<file path="config.mk">
export PLATFORM = sky130hd
export DESIGN_NAME = serial_tx
export DESIGN_NICKNAME = d
export VERILOG_FILES = /design/src/rtl/serial_tx.sv
export SDC_FILE = /design/constraint.sdc
export NUM_CORES = 1
export LEC_CHECK = 0
export ABC_AREA = 0
export ABC_CLOCK_PERIOD_IN_PS = 2000
export CORE_MARGIN = 3
export CORE_UTILIZATION = 47
export CTS_CLUSTER_DIAMETER = 60
export DETAILED_ROUTE_END_ITERATION = 16
export GPL_ROUTABILITY_DRIVEN = 0
export GPL_TIMING_DRIVEN = 1
export PLACE_DENSITY_LB_ADDON = 0.1
export SYNTH_ARGS = -nofsm -noshare
export SYNTH_HDL_FRONTEND = slang
export SYNTH_SLANG_ARGS = --single-unit
</file>
<file path="constraint.sdc">
create_clock -name clk -period 2 [get_ports clk]
set_clock_uncertainty 0.2 [all_clocks]
set_input_delay 0.2 -clock clk [delete_from_list [all_inputs] [get_ports clk]]
set_output_delay 0.2 -clock clk [all_outputs]
set_load 0.005 [all_outputs]
</file>
<file path="src/rtl/serial_tx.sv">
// Serial transmitter: start bit, DATA_W bits LSB first, optional even parity, stop bits.
// Accepts one word per frame through a valid/ready handshake; tx is driven straight from a flop.
//
// state  | meaning
// IDLE   | line high, in_ready=1, waiting for in_valid
// START  | start bit (tx=0)
// DATA   | payload bits, LSB first
// PARITY | even parity bit (only when PARITY_EN=1)
// STOP   | stop bit(s), tx=1
module serial_tx #(
   parameter int DATA_W       = 8,
   parameter int CLKS_PER_BIT = 16,
   parameter int PARITY_EN    = 0,
   parameter int STOP_BITS    = 1
) (
   input  logic              clk,
   input  logic              reset,
   input  logic [DATA_W-1:0] in_data,
   input  logic              in_valid,
   output logic              in_ready,
   output logic              tx,
   output logic              busy,
   output logic              done
);

   localparam int CW  = $clog2(CLKS_PER_BIT);
   localparam int IW  = (DATA_W > 1) ? $clog2(DATA_W) : 1;
   localparam int NXT = (DATA_W > 1) ? 1 : 0;
   localparam logic [CW-1:0] CNT_LAST = CW'(CLKS_PER_BIT - 1);
   localparam logic [IW-1:0] BIT_LAST = IW'(DATA_W - 1);

   typedef enum logic [2:0] {IDLE, START, DATA, PARITY, STOP} state_t;

   state_t            state;
   logic [CW-1:0]     cnt;
   logic [IW-1:0]     bit_idx;
   logic              stop_idx;
   logic [DATA_W-1:0] shreg;
   logic              par;

   assign in_ready = (state == IDLE);
   assign busy     = (state != IDLE);

   always_ff @(posedge clk or posedge reset) begin
      if (reset) begin
         state    <= IDLE;
         cnt      <= '0;
         bit_idx  <= '0;
         stop_idx <= 1'b0;
         shreg    <= '0;
         par      <= 1'b0;
         tx       <= 1'b1;
         done     <= 1'b0;
      end else begin
         done <= 1'b0;
         case (state)
            IDLE: begin
               tx <= 1'b1;
               if (in_valid) begin
                  shreg <= in_data;
                  par   <= ^in_data;
                  cnt   <= '0;
                  tx    <= 1'b0;
                  state <= START;
               end
            end
            START: begin
               if (cnt == CNT_LAST) begin
                  cnt     <= '0;
                  bit_idx <= '0;
                  tx      <= shreg[0];
                  state   <= DATA;
               end else begin
                  cnt <= cnt + CW'(1);
               end
            end
            DATA: begin
               if (cnt == CNT_LAST) begin
                  cnt <= '0;
                  if (bit_idx == BIT_LAST) begin
                     stop_idx <= 1'b0;
                     if (PARITY_EN != 0) begin
                        tx    <= par;
                        state <= PARITY;
                     end else begin
                        tx    <= 1'b1;
                        state <= STOP;
                     end
                  end else begin
                     // next bit sits at index 1 before the shift lands
                     bit_idx <= bit_idx + IW'(1);
                     shreg   <= shreg >> 1;
                     tx      <= shreg[NXT];
                  end
               end else begin
                  cnt <= cnt + CW'(1);
               end
            end
            PARITY: begin
               if (cnt == CNT_LAST) begin
                  cnt      <= '0;
                  stop_idx <= 1'b0;
                  tx       <= 1'b1;
                  state    <= STOP;
               end else begin
                  cnt <= cnt + CW'(1);
               end
            end
            STOP: begin
               tx <= 1'b1;
               if (cnt == CNT_LAST) begin
                  cnt <= '0;
                  if (stop_idx == 1'(STOP_BITS - 1)) begin
                     done  <= 1'b1;
                     state <= IDLE;
                  end else begin
                     stop_idx <= 1'b1;
                  end
               end else begin
                  cnt <= cnt + CW'(1);
               end
            end
            default: state <= IDLE;
         endcase
      end
   end

endmodule

</file>
==> results.md, run 1 <==
* Hold Worst Slack at approximately 3.5 ps
* Total Wirelength at 2420 um
* Crit path largest cell delay at 400 ps
* Compound-Gate Fraction of Synth Area at a little over a fifth
* Psw at 0.605 mW
* Min Tclk post-route at just under 2000 ps
* H-Tree Depth at 1
* CP Cell Sequence: ha_2, ha_4, or3b_4, buf_6, a21oi_2, buf_4, mux2i_1
* Register area share after synthesis at a little under half
* WP data required at approximately 2000 ps
* Clk network pwr share at 13.9%
* First-pass GRT wire length at slightly above 4000 um
* Final hold violations at 0
* Synthesis-stage register bit count at 20
* Main combinational cell family by area after synthesis: compound AO/OA/AOI/OAI gates
* Cell Rows at 16
* Share of cells above drive strength 1 at 24.4%
* DIE AREA at approximately 2900 um^2
* Nets@finish at 146
* CTS tree: built
* Total track usage at 19.3%
* DR DRC count at 0
* Syn Inst Count at 101
* Vias per cell at 5.78
* Die W at 53.7 um
* Switching fraction of total power at 35.3%
* Clk root buf: clkbuf_4
* Largest net degree at the start of global routing at 21
* Final std cells w/o fill at 158
* Reg2Reg Setup Slack at 40 ps
* Final worst-path cycle share at 98.2%
* Cts bufs inserted at 3
* Most frequent cells in the layout: dfrtp_1, buf_4, clkdlybuf4s50_1
* Final TNS setup at 0 ps
* Reg2reg start: bit_idx[1]
* Share of power burned in registers at 42.5%
* CP delay by family, top: flip-flops
* Worst IR Drop VDD at ~0.67 mV
* Buf/Inv on CP at 2
* Initial DRC count at 10
* Synth Area in Adders at approximately 3.5%
* Post-route ant nets at 0
* CP max FO at 3
* Leak at slightly below 0.6 nW
* Cts hold-fix bufs at 0
* R2R cell count at 7
* Synth Flop Type: dfrtp_1
* Detail Placement HPWL at 1710 um
* Comb power frac at 43.7%
* WL/cell at between 15 and 20 um
* Die height at 53.7 um
* Crit Reg-Reg Endpoint: bit_idx[1]
* Top post-synthesis cells by area: dfrtp_1, o221a_1, ha_1
* Crit end category: register
* GR Overflow Total at 0
* Post-synth top area share at approximately 44%
* First-pass detailed-route iteration total at 4
* Post-Synth Simple-Gate Area at roughly 20%
* Mux cell area share after synthesis at under 10%
* Cell Int Power at 1.11 mW
* Cell Pwr Density at 1190 nW/um^2
* Initial core utilization at between 50 and 60%
* Ys async rst share at 100%
* Final Max Slew Viols at 0
* # port buffers at 14
* CP max stage cell: dfrtp_1
* Initial antenna violation count at 0
* Crit path DAT at 1990 ps
* Vias in the first global route at 891
* Clock Path Buffers at 2
* Commonest non-fill, non-tap cell in the layout: dfrtp_1
* Worst relative slew slack at 75.6%
* Post-synthesis cell area at approximately 1100 um^2
* Clk pin slew, worst setup/hold paths at 120 ps
* CTS Sinks at 20
* Outcome: finished, final reports clean
* Dpl cells at 149
* Max Fclk at 509 MHz
* Setup CP Type: register to register
* Synth warn at 0
* Net Count, Synth at 115
* Synth cell types at 34
* Synth area leader: dfrtp_1
* Power consumption at 1.71 mW
* RSZ-0062 raised after global routing: yes
* Synth Area in XOR/XNOR at less than 1%
* Post-synthesis area per instance at around 11 um^2
* Crit start category: register
* Core area at 2060 um^2
* Worst skew pair latency at 300 ps
* Core Util, Final at 69.7%
* Max_cap viols at 0
* Min-delay worst type: input port to async pin
* Diodes inserted at 0
* IO Count at 15
* Worst-Margin Slew at 364 ps
* Setup violators final at 0
* Vias at between 900 and 1,000
* Synthesis-to-finish area growth at 34.3%
* Post-synth EDFFs at 0
-- Yosys cell counts (all sizes together) (3+ instances only) --
master and number:
inv 7, dfrtp 19, mux2i 3, a21oi 7, nand2 6, o221a 7
o21ai 5, ha 3, a22o 3, nand2b 3, a311o 3, or2b 5
buf 4, nor2 5
-- worst reg2reg max path, stage by stage, from the launching register on --
cell,delay (ps)
dfrtp_1,400
ha_2,200
ha_4,150
or3b_4,370
buf_6,140
a21oi_2,110
buf_4,140
mux2i_1,180
-- area by class of cell --
type | instances | area (um^2)
clock buffers | 4 | 36.3
fillers | 165 | 626
inverters | 7 | 26.3
multi-input cells | 69 | 566
flip-flops and latches | 20 | 502
well taps | 27 | 33.8
repair buffers | 31 | 273
-- registers in the layout, indices dropped and copies added (netlist names) --
| register | cells |
|---|---|
| state | 3 |
| tx | 1 |
| cnt | 4 |
| bit_idx | 3 |
| shreg | 8 |
| done | 1 |
-- what timing repair did --
| item | in CTS | in global routing |
|---|---|---|
| endpoints found under the setup margin | 9 | 12 |
| pin swaps | 1 | 1 |
| setup buffers | 3 | 2 |
| resized for setup | 9 | 5 |
-- logic make-up after synthesis --
logic type | after synthesis
mux | 3
compound gates | 29
fa+ha+maj | 3
xor+xnor | 1
buf+inv | 12
flops | 20
simple gates | 33
-- power groups by stage --
stage | Clock, mW | Combinational [mW] | Sequential, mW
floorplan | 0 | 0.472 | 0.668
global placement | 0 | 0.626 | 0.727
detailed placement | 0 | 0.654 | 0.739
CTS | 0.246 | 0.725 | 0.722
global route | 0.264 | 0.824 | 0.745
finish | 0.238 | 0.748 | 0.727
-- how the worst max path moves through the flow --
stage,startpoint,endpoint,slack (ps),cells past startpoint
global route,bit_idx[1],bit_idx[1],-20,7
CTS,bit_idx[0],bit_idx[1],10,7
finish,bit_idx[1],bit_idx[1],40,7
detailed placement,bit_idx[0],shreg[6],-100,5
global placement,bit_idx[0],shreg[4],-50,5
floorplan,bit_idx[0],shreg[0],5,6
-- through the flow --
stage / setup WS (ps) / cell area (um^2)
floorplan: 5.25 / 1080
detailed placement: -95.7 / 1320
global route: -24.4 / 1440
finish: 35.9 / 1440
global placement: -48.7 / 1320
CTS: 13.4 / 1400
-- per-layer routing --
metal | track usage [%] | wire length, um
met5 | 0 | 0
met4 | 3.83 | 12
met3 | 2.49 | 73
met2 | 32.9 | 1240
met1 | 26.0 | 1090
No activity file was read; power rests on OpenSTA's default activity.
==> run 2: changes to the inputs <==
- PLACE_DENSITY: not set -> 0.7
- PLACE_DENSITY_LB_ADDON: 0.1 -> not set
==> run 2 against run 1 <==
Flip-flop and latch count unchanged. Count of clock-buffer cells in the layout decreased by 1. Global-route usage decreased by 0.87 points. Non-clock buffer count decreased by 2. Clock power increased by 40%. Sequential power decreased by 2%. Die area unchanged. Combinational power decreased by 3.1%. Maximum frequency increased by 0.31%. Critical path type unchanged.
==> results.md, run 2 (same netlist as run 1, synthesis figures left out) <==
* Clock Path Buffers at 2 (unchanged)
* Outcome: finished, final reports clean
* Final Max Slew Viols at 0 (unchanged)
* Initial core utilization at 51.9% (unchanged)
* Final instance area at 1420 um^2 (-1.1%)
* Synthesis-to-finish area growth at 32.7%
* DR DRC count at 0 (unchanged)
* Cts bufs inserted at 3 (unchanged)
* Final TNS setup at 0 ps (unchanged)
* Dpl cells at 149 (unchanged)
* Cell Pwr Density at 1250 nW/um^2 (+4.5%)
* Core area at 2060 um^2 (unchanged)
* CP max stage cell: dfrtp_1
* Flip-flop count of the largest register after layout at 8 (unchanged)
* Worst setup margin at 41.9 ps (+6.04 ps)
* Most used routing layer: met2
* Worst-Margin Slew at 444 ps (+79.4 ps)
* Max Fclk at 511 MHz (+0.31%)
* Worst skew pair latency at 310 ps (about the same)
* Vias in the first global route at 830 (-6.8%)
* Max_cap viols at 0 (unchanged)
* Setup violators final at 0 (unchanged)
* Pre-CTS setup slack at -96.4 ps (-0.657 ps)
* Placed Area at 1320 um^2 (unchanged)
* Total Wirelength at 2310 um (-4.4%)
* Share of cells above drive strength 1 at 21.7% (-2.7 points)
* Power consumption at 1.77 mW (+3.4%)
* Clk root buf: clkbuf_4
* Crit start category: register
* Met3 usage in global routing at 4.99% (+2.5 points)
* Cell Rows at 16 (unchanged)
* Buf/Inv on CP at 0 (-2)
* Most frequent cells in the layout: dfrtp_1, buf_4, clkdlybuf4s50_1
* DIE AREA at 2880 um^2 (unchanged)
* Final std cells w/o fill at 156 (-1.3%)
* Setup CP Type: register to register
* Total track usage at 18.4% (-0.87 points)
* Dominant cell type by count on the critical path: ha_2
* CTS tree: built
* Crit end category: register
* # port buffers at 14 (unchanged)
* Nets@finish at 144 (-1.4%)
* Reg2Reg Setup Slack at 40 ps (about the same)
* GR Overflow Total at 0 (unchanged)
* H-Tree Depth at 1 (unchanged)
* WP data required at 2000 ps (-20 ps)
* Crit path largest cell delay at 410 ps (about the same)
* Final hold violations at 0 (unchanged)
* Most flops, register: shreg
* Crit path DAT at 1960 ps (-30 ps)
* Min Tclk post-route at 1960 ps (-6.04 ps)
* Clk pin slew, worst setup/hold paths at 110 ps (about the same)
* CTS Sinks at 20 (unchanged)
* Top flop regs: shreg: 8 flops, cnt: 4 flops
* Commonest non-fill, non-tap cell in the layout: dfrtp_1
* CP delay by family, top: simple AND/OR/NAND/NOR gates
* CP max FO at 8 (+5)
* Die height at 53.7 um (unchanged)
* RSZ-0062 raised after global routing: yes
* Worst relative slew slack at 70.1% (-5.5 points)
* Met1 Use GR at 25.6% (-0.43 points)
* Core Util, Final at 68.9% (-0.79 points)
* Leak at 0.575 nW (-2.0%)
* Vias per cell at 5.75 (-0.60%)
* Largest net degree at the start of global routing at 21 (unchanged)
* First-pass detailed-route iteration total at 4 (unchanged)
* IO Count at 15 (unchanged)
* Post-route ant nets at 0 (unchanged)
* Min-delay worst type: input port to register
* Final worst-path cycle share at 97.9% (-0.30 points)
* CP Cell Sequence: ha_2, ha_2, or3b_4, or2_4, o221a_1
* WL/cell at 14.8 um (-3.2%)
* Worst IR Drop VDD at 0.766 mV (+14%)
* Initial antenna violation count at 0 (unchanged)
* Diodes inserted at 0 (unchanged)
* Detail Placement HPWL at 1630 um (-4.9%)
* Hold Worst Slack at 267 ps (+264 ps)
* Routing usage on met2 at 27.4% (-5.4 points)
* Fill count at 160 (-3.0%)
* Initial DRC count at 21 (+11)
* First-pass GRT wire length at 3810 um (-6.9%)
* Die W at 53.7 um (unchanged)
* Vias at 897 (-1.9%)
## run 2: repair_timing
action                                 CTS  global route
endpoints found under the hold margin    2             0
setup buffers                            2             0
setup endpoints to repair                9             8
resized for setup                        8             2
pin swaps                                1             0
hold buffers                             1             0
## run 2: path summary, 6_finish.rpt
kind	startpoint	cells after the start	to
worst max-delay path	bit_idx[1]	5	shreg[5]
worst min-delay path	in_data[7]	3	shreg[7]
worst max register to register	bit_idx[1]	5	shreg[5]
worst min register to register	bit_idx[1]	2	bit_idx[1]
max in group asynchronous	reset	4	tx
min in group asynchronous	reset	4	shreg[6]
## run 2: layout make-up
cell class | instances | area, um^2 | share of cell area (%)
multi-input combinational | 69 | 547 | 38.5
tap | 27 | 33.8 | 2.38
clock buffer | 3 | 22.5 | 1.59
inverter | 7 | 26.3 | 1.85
timing repair buffer | 29 | 256 | 18.1
clock inverter | 1 | 30.0 | 2.11
sequential | 20 | 504 | 35.5
## run 2: where the power goes
group	internal [mW]	switching, mW
clock	0.203	0.130
combinational	0.412	0.313
sequential	0.574	0.139
total	1.19	0.582
## run 2: tightest hold or removal path: stages
cell,delay [ps]
clkdlybuf4s50_1,400
nand2_1,60
o21ai_0,80
## run 2: routing by layer
layer,vias to the layer above,part of all wire (%)
met3,5,5.1
met5,-,0
met4,0,1.4
met2,24,45
met1,439,48
li1,429,-
==> run 3: changes to the inputs <==
- CTS_CLUSTER_DIAMETER: 60 -> 200
==> results of run 3 <==
No change in the layout: final DEF, timing and power equal those of run 2.
